[src/rtl/datamemory_be.sv]
// datamemory_be: byte-addressed data memory with byte/half/word/double
// loads and stores, per-lane byte enables, sign/zero extension, a registered
// one-cycle load path with rd_valid, and a registered misalignment flag.
// Optional feature macro: DATAMEM_RDW_BYPASS_EN
//   defined     -> a simultaneous load and store returns the post-write word
//   not defined -> read-first: a simultaneous load returns pre-write contents
// The storage array is not reset; a store coincident with rst is suppressed.
module datamemory_be #(
  parameter int DM_ADDRESS = 9,
  parameter int DATA_W     = 32
) (
  input  logic                  clk,
  input  logic                  rst,
  input  logic                  MemRead,
  input  logic                  MemWrite,
  input  logic [2:0]            funct3,
  input  logic [DM_ADDRESS-1:0] a,
  input  logic [DATA_W-1:0]     wd,
  output logic [DATA_W-1:0]     rd,
  output logic                  rd_valid,
  output logic                  misaligned
);

  localparam int NB    = DATA_W / 8;
  localparam int OFS   = $clog2(NB);
  localparam int WA    = DM_ADDRESS - OFS;
  localparam int DEPTH = 1 << WA;

  logic [DATA_W-1:0] mem_q [DEPTH];

  logic [WA-1:0]     idx;
  logic [OFS-1:0]    ofs;
  logic [3:0]        size_b;
  logic [6:0]        size_bits;
  logic              illegal;
  logic              bad;
  logic              wr_en;
  logic              ld_ok;
  logic [NB-1:0]     lane_ones;
  logic [NB-1:0]     lane_mask;
  logic [DATA_W-1:0] bit_mask;
  logic [DATA_W-1:0] wr_data;
  logic [DATA_W-1:0] old_word;
  logic [DATA_W-1:0] rd_word;
  logic [DATA_W-1:0] shifted;
  logic [DATA_W-1:0] size_mask;
  logic [DATA_W-1:0] msb_mask;
  logic [DATA_W-1:0] ext;

  logic [DATA_W-1:0] rd_d, rd_q;
  logic              rd_valid_d, rd_valid_q;
  logic              misaligned_d, misaligned_q;

  assign idx = a[DM_ADDRESS-1:OFS];
  assign ofs = a[OFS-1:0];

  // Decode access size, legality and alignment of the current request
  always_comb begin
    size_b    = 4'd1 << funct3[1:0];
    size_bits = {size_b, 3'b000};
    illegal   = (funct3 == 3'b111)
             || ((DATA_W == 32) && (funct3[1:0] == 2'd3))
             || (funct3[2] && (int'(size_b) == NB));
    bad       = illegal || (|(ofs & OFS'(size_b - 4'd1)));
    wr_en     = MemWrite && !bad && !rst;
    ld_ok     = MemRead && !bad;
  end

  // Build lane mask and lane-aligned write data for a store
  always_comb begin
    lane_ones = '0;
    bit_mask  = '0;
    for (int l = 0; l < NB; l++) begin
      lane_ones[l] = (l < int'(size_b));
    end
    lane_mask = lane_ones << ofs;
    for (int l = 0; l < NB; l++) begin
      bit_mask[8*l +: 8] = {8{lane_mask[l]}};
    end
    wr_data = wd << {ofs, 3'b000};
  end

  // Select the word seen by a load: pre-write, or merged with a same-cycle store
  always_comb begin
    old_word = mem_q[idx];
`ifdef DATAMEM_RDW_BYPASS_EN
    rd_word = (MemWrite && !bad) ? ((old_word & ~bit_mask) | (wr_data & bit_mask))
                                 : old_word;
`else
    rd_word = old_word;
`endif
  end

  // Right-align the addressed bytes and sign- or zero-extend them
  always_comb begin
    shifted   = rd_word >> {ofs, 3'b000};
    // A shift by the full width yields zero, so the double/word-on-32 case
    // wraps to an all-ones mask as intended.
    size_mask = (DATA_W'(1) << size_bits) - DATA_W'(1);
    msb_mask  = size_mask ^ (size_mask >> 1);
    ext       = shifted & size_mask;
    if (!funct3[2] && (|(shifted & msb_mask))) begin
      ext = ext | ~size_mask;
    end
  end

  // Next-state for the registered outputs
  always_comb begin
    rd_d         = rd_q;
    rd_valid_d   = ld_ok;
    misaligned_d = bad && (MemRead || MemWrite);
    if (ld_ok) begin
      rd_d = ext;
    end
  end

  // Output registers, synchronously cleared by rst
  always_ff @(posedge clk) begin
    if (rst) begin
      rd_q         <= '0;
      rd_valid_q   <= 1'b0;
      misaligned_q <= 1'b0;
    end else begin
      rd_q         <= rd_d;
      rd_valid_q   <= rd_valid_d;
      misaligned_q <= misaligned_d;
    end
  end

  // Byte-lane writable storage array
  always_ff @(posedge clk) begin
    if (wr_en) begin
      for (int l = 0; l < NB; l++) begin
        if (lane_mask[l]) begin
          mem_q[idx][8*l +: 8] <= wr_data[8*l +: 8];
        end
      end
    end
  end

  assign rd         = rd_q;
  assign rd_valid   = rd_valid_q;
  assign misaligned = misaligned_q;

endmodule
[config.mk]
export PLATFORM = sky130hd
export DESIGN_NAME = datamemory_be
export DESIGN_NICKNAME = d
export VERILOG_FILES = /design/src/rtl/datamemory_be.sv
export SDC_FILE = /design/constraint.sdc
export NUM_CORES = 2
export LEC_CHECK = 0
export CAP_MARGIN = 40
export CORE_ASPECT_RATIO = 1.5
export CORE_MARGIN = 10
export CORE_UTILIZATION = 30
export DETAILED_ROUTE_END_ITERATION = 7
export PLACE_DENSITY = 0.53
export SYNTH_ARGS = -nofsm -noshare
export SYNTH_HDL_FRONTEND = slang
export SYNTH_SLANG_ARGS = --single-unit
export TNS_END_PERCENT = 20
[constraint.sdc]
create_clock -name clk -period 18.14 [get_ports clk]
set_input_delay 5.442 -clock clk [delete_from_list [all_inputs] [get_ports clk]]
set_output_delay 5.442 -clock clk [all_outputs]
set_load 0.02 [all_outputs]
==> results.toml <==
[synth]
synth_warnings = 0
syn_nets = 9246
synth_top_cell_by_area = "edfxtp_1"
synth_mux_area_frac = 0.0582
seq_area_frac_synth = 0.774
synthXorXnorAreaFrac = 0.000164
syn_area_um2 = 160000
async_flop_share = 0
ys.flop_type = "edfxtp_1"
synth_top_family_by_area = "compound AO/OA/AOI/OAI gates"
synth.avg_cell_area_um2 = 17.4
synth-compound-area-share = 0.103
synth_edf_count = 4096
netlist-cell-type-count = 94
synth_area_leaders = "edfxtp_1 (77%), a22oi_1 (3.7%), mux2i_1 (2.5%), nor2_1 (1.7%), mux2_2 (1.7%)"
ys_seq_elements = 4130
yosys.area_share.adder = 0.000313
synth_top_area_frac = 0.769
synth_common_cells = "edfxtp_1 (4096), a22oi_1 (778), nor2_1 (715)"
synth-simple-area-share = 0.0415
netlist_instances = 9194
yosysMostFrequentCell = "edfxtp_1"

[power]
power.share.switching = 0.234
peakVddDrop_uv = 83.6
finalPower_uw = 19700
p_leak_uw = 0.0551
p_seq_frac = 0.535
p_sw_uw = 4620
p_comb_frac = 0.070
p_clk_frac = 0.395
cellInternalPower_uw = 15100
p_per_area_nw_per_um2 = 105

[global_routing]
first_global_vias = 96400
grt_max_degree = 108
top_usage_layer = "met2"
met2_usage = 0.355
gr-total-overflow = 0
grt_pass1_wl_um = 891000
antenna_found_initial = 83
grtUsageMet3 = 0.0660
grt_use_met1 = 0.259
grtUsageTotal = 0.229

[sta]
slew_headroom = 0.298
slew_viol_final = 0
tns_ns = 0
tightest_slew_ns = 1.05
finalCriticalPeriod_ns = 11.05
finalHoldViolations = 0
skew_ns = 0.0606
fin_crit_sh = 0.609
rsz0062_at_grt = "false"
fin_ws_ns = 7.09
hold_ws_ns = 0.590
fmax_mhz = 90.5
finalSetupViolCount = 0

[floorplan]
chipWidth_um = 616
initial_core_util = 0.301
fp.dieArea_um2 = 563000
ioPinCount = 82
rows = 328
die_height_um = 914
core_area_um2 = 531000

[finish]
area_growth_pct = 17.1
fin_area_um2 = 187000
drive_above_1_share = 0.188
fin_nets = 9948
fillers = 49900

[detailed_routing]
final_antenna_net_count = 0
drc_errors = 1
routed_via_density = 5.87
first_pass_iters = 8
routed_wl_um = 673000
detail_route.wl_per_cell_um = 38.7
dr_total_vias = 102000
initialDrtViolationCount = 16100

[worst_setup_path]
path_depth = 14
worstSetupEndpointType = "flop"
timing.critical_path.to = "rd[11]$_SDFFE_PP0P_"
rr_startpoint = "mem_q[31][23]$_DFFE_PP_"
arrival_ns = 11.99
critPathMaxFanout = 59
crit_family = "buffers and inverters"
crit_start = "a[2]"
crit_buf_inv = 5
r2r-end = "rd[30]$_SDFFE_PP0P_"
required_ns = 19.08
slowest_delay_ns = 0.72
crit_top_cell = "buf_4"
reg2reg_slack_ns = 13.61
critical_path.slowest_cell = "buf_4"
path_cells = "buf_8, buf_4, buf_4, buf_4, and3_4, buf_4, o2bb2ai_1, a221oi_1, a41oi_1, a2bb2oi_1, mux4_2, nor2_1, o21ai_0, a311oi_1"
worstSetupPathType = "in2reg"
worstSetupStartpointType = "input pin"
ff2ff_path_depth = 10

[clock_tree]
clock-sinks = 4130
clock_path_buffers = 4
cts-resized-gates = 0
cts_tree = "done"
clock_latency_ns = 1.03
path_clk_slew_ns = 0.08
root_buffer = "clkbuf_16"
numCtsBuffers = 355
htree_levels = 5
cts_hold_buf = 0
cts_setup_buffers = 0

[job]
drv_cap = 0

[place]
dpl_cell_area_um2 = 175000
dp_hpwl_um = 447000
port_buffers = 81
gp_congestion = 0.968
pre_cts_ws_ns = 6.25

[status]
violations = "DRC"
status = "finished with violations"

[hold_path]
min_from = "rd[1]$_SDFFE_PP0P_"
hp-class = "reg2reg"
## power groups by stage
stage / Sequential (uW) / Clock [uW] / Combinational (uW)
after global placement: 10800 / 0 / 1270
after global routing: 10600 / 8160 / 1380
after detailed placement: 10800 / 0 / 1330
after CTS: 10600 / 7810 / 1330
final: 10600 / 7790 / 1390
after floorplan: 10800 / 0 / 611
## worst register-to-register path: stages, from the launching register on
cell	delay (ns)
edfxtp_1	0.38
mux4_2	0.47
mux2_2	0.28
a2111oi_0	0.80
a2111oi_1	0.14
buf_4	0.20
or4_1	0.66
a221oi_2	0.40
o22ai_1	0.21
o31ai_4	0.57
a311oi_1	0.25
## area by class of cell
type                       count  area (um^2)  share of cell area
sequential                  4130       124000               0.661
clock buffer                 438         9460              0.0505
tap                         7095         8880              0.0474
timing repair buffer        1018         9830              0.0525
multi-input combinational   4366        33000               0.177
inverter                      25          110            0.000588
antenna                      105          263             0.00140
clock inverter               206         1960              0.0105
## how the worst min path moves through the flow
stage	to	slack, ns	depth (start not counted)
2_1_floorplan	rd[1]$_SDFFE_PP0P_	0.53	2
3_3_place_gp	rd[26]$_SDFFE_PP0P_	0.58	2
3_5_place_dp	rd[1]$_SDFFE_PP0P_	0.56	2
4_1_cts	rd[1]$_SDFFE_PP0P_	0.57	2
5_1_grt	rd[1]$_SDFFE_PP0P_	0.59	2
6_report	rd[1]$_SDFFE_PP0P_	0.59	2
## sequential cells by signal, summed over array words and instances (netlist names)
name,count
misaligned,1
rd_valid,1
rd,32
mem_q,4096
## layout by cell type, fill, tap and decap left out, types with 221 or more instances in the layout
master / instances
mux2i_1: 407
a21oi_1: 221
buf_4: 756
nand2_1: 298
clkbuf_16: 363
edfxtp_1: 4096
a221oi_1: 259
nor2_1: 692
mux2_2: 238
a22oi_1: 778
## metrics by stage
| step | utilization | std cells |
|---|---|---|
| after floorplan | - | 9194 |
| after global placement | 0.318 | 16000 |
| after detailed placement | 0.330 | 16600 |
| after CTS | 0.351 | 17300 |
| after global routing | 0.352 | 17300 |
| final | 0.352 | 17400 |
## layer usage
metal,vias to the layer above,part of all wire
met1,53000,0.33
met2,7939,0.46
met5,-,0.00059
met3,1923,0.11
li1,39200,-
met4,58,0.10
## kinds of logic (layout without fill, tap and decap cells)
logic type | count (synthesis) | after routing
DFF | 4130 | 4130
AOI/OAI and AO/OA | 2182 | 2182
and+or+nand+nor | 1418 | 1418
muxes | 759 | 759
buffers and inverters | 698 | 1687
adders and majority gates | 4 | 4
xor gates and xnor gates | 3 | 3
other | 0 | 105
Note: power is estimated with default switching activity, not from simulation.
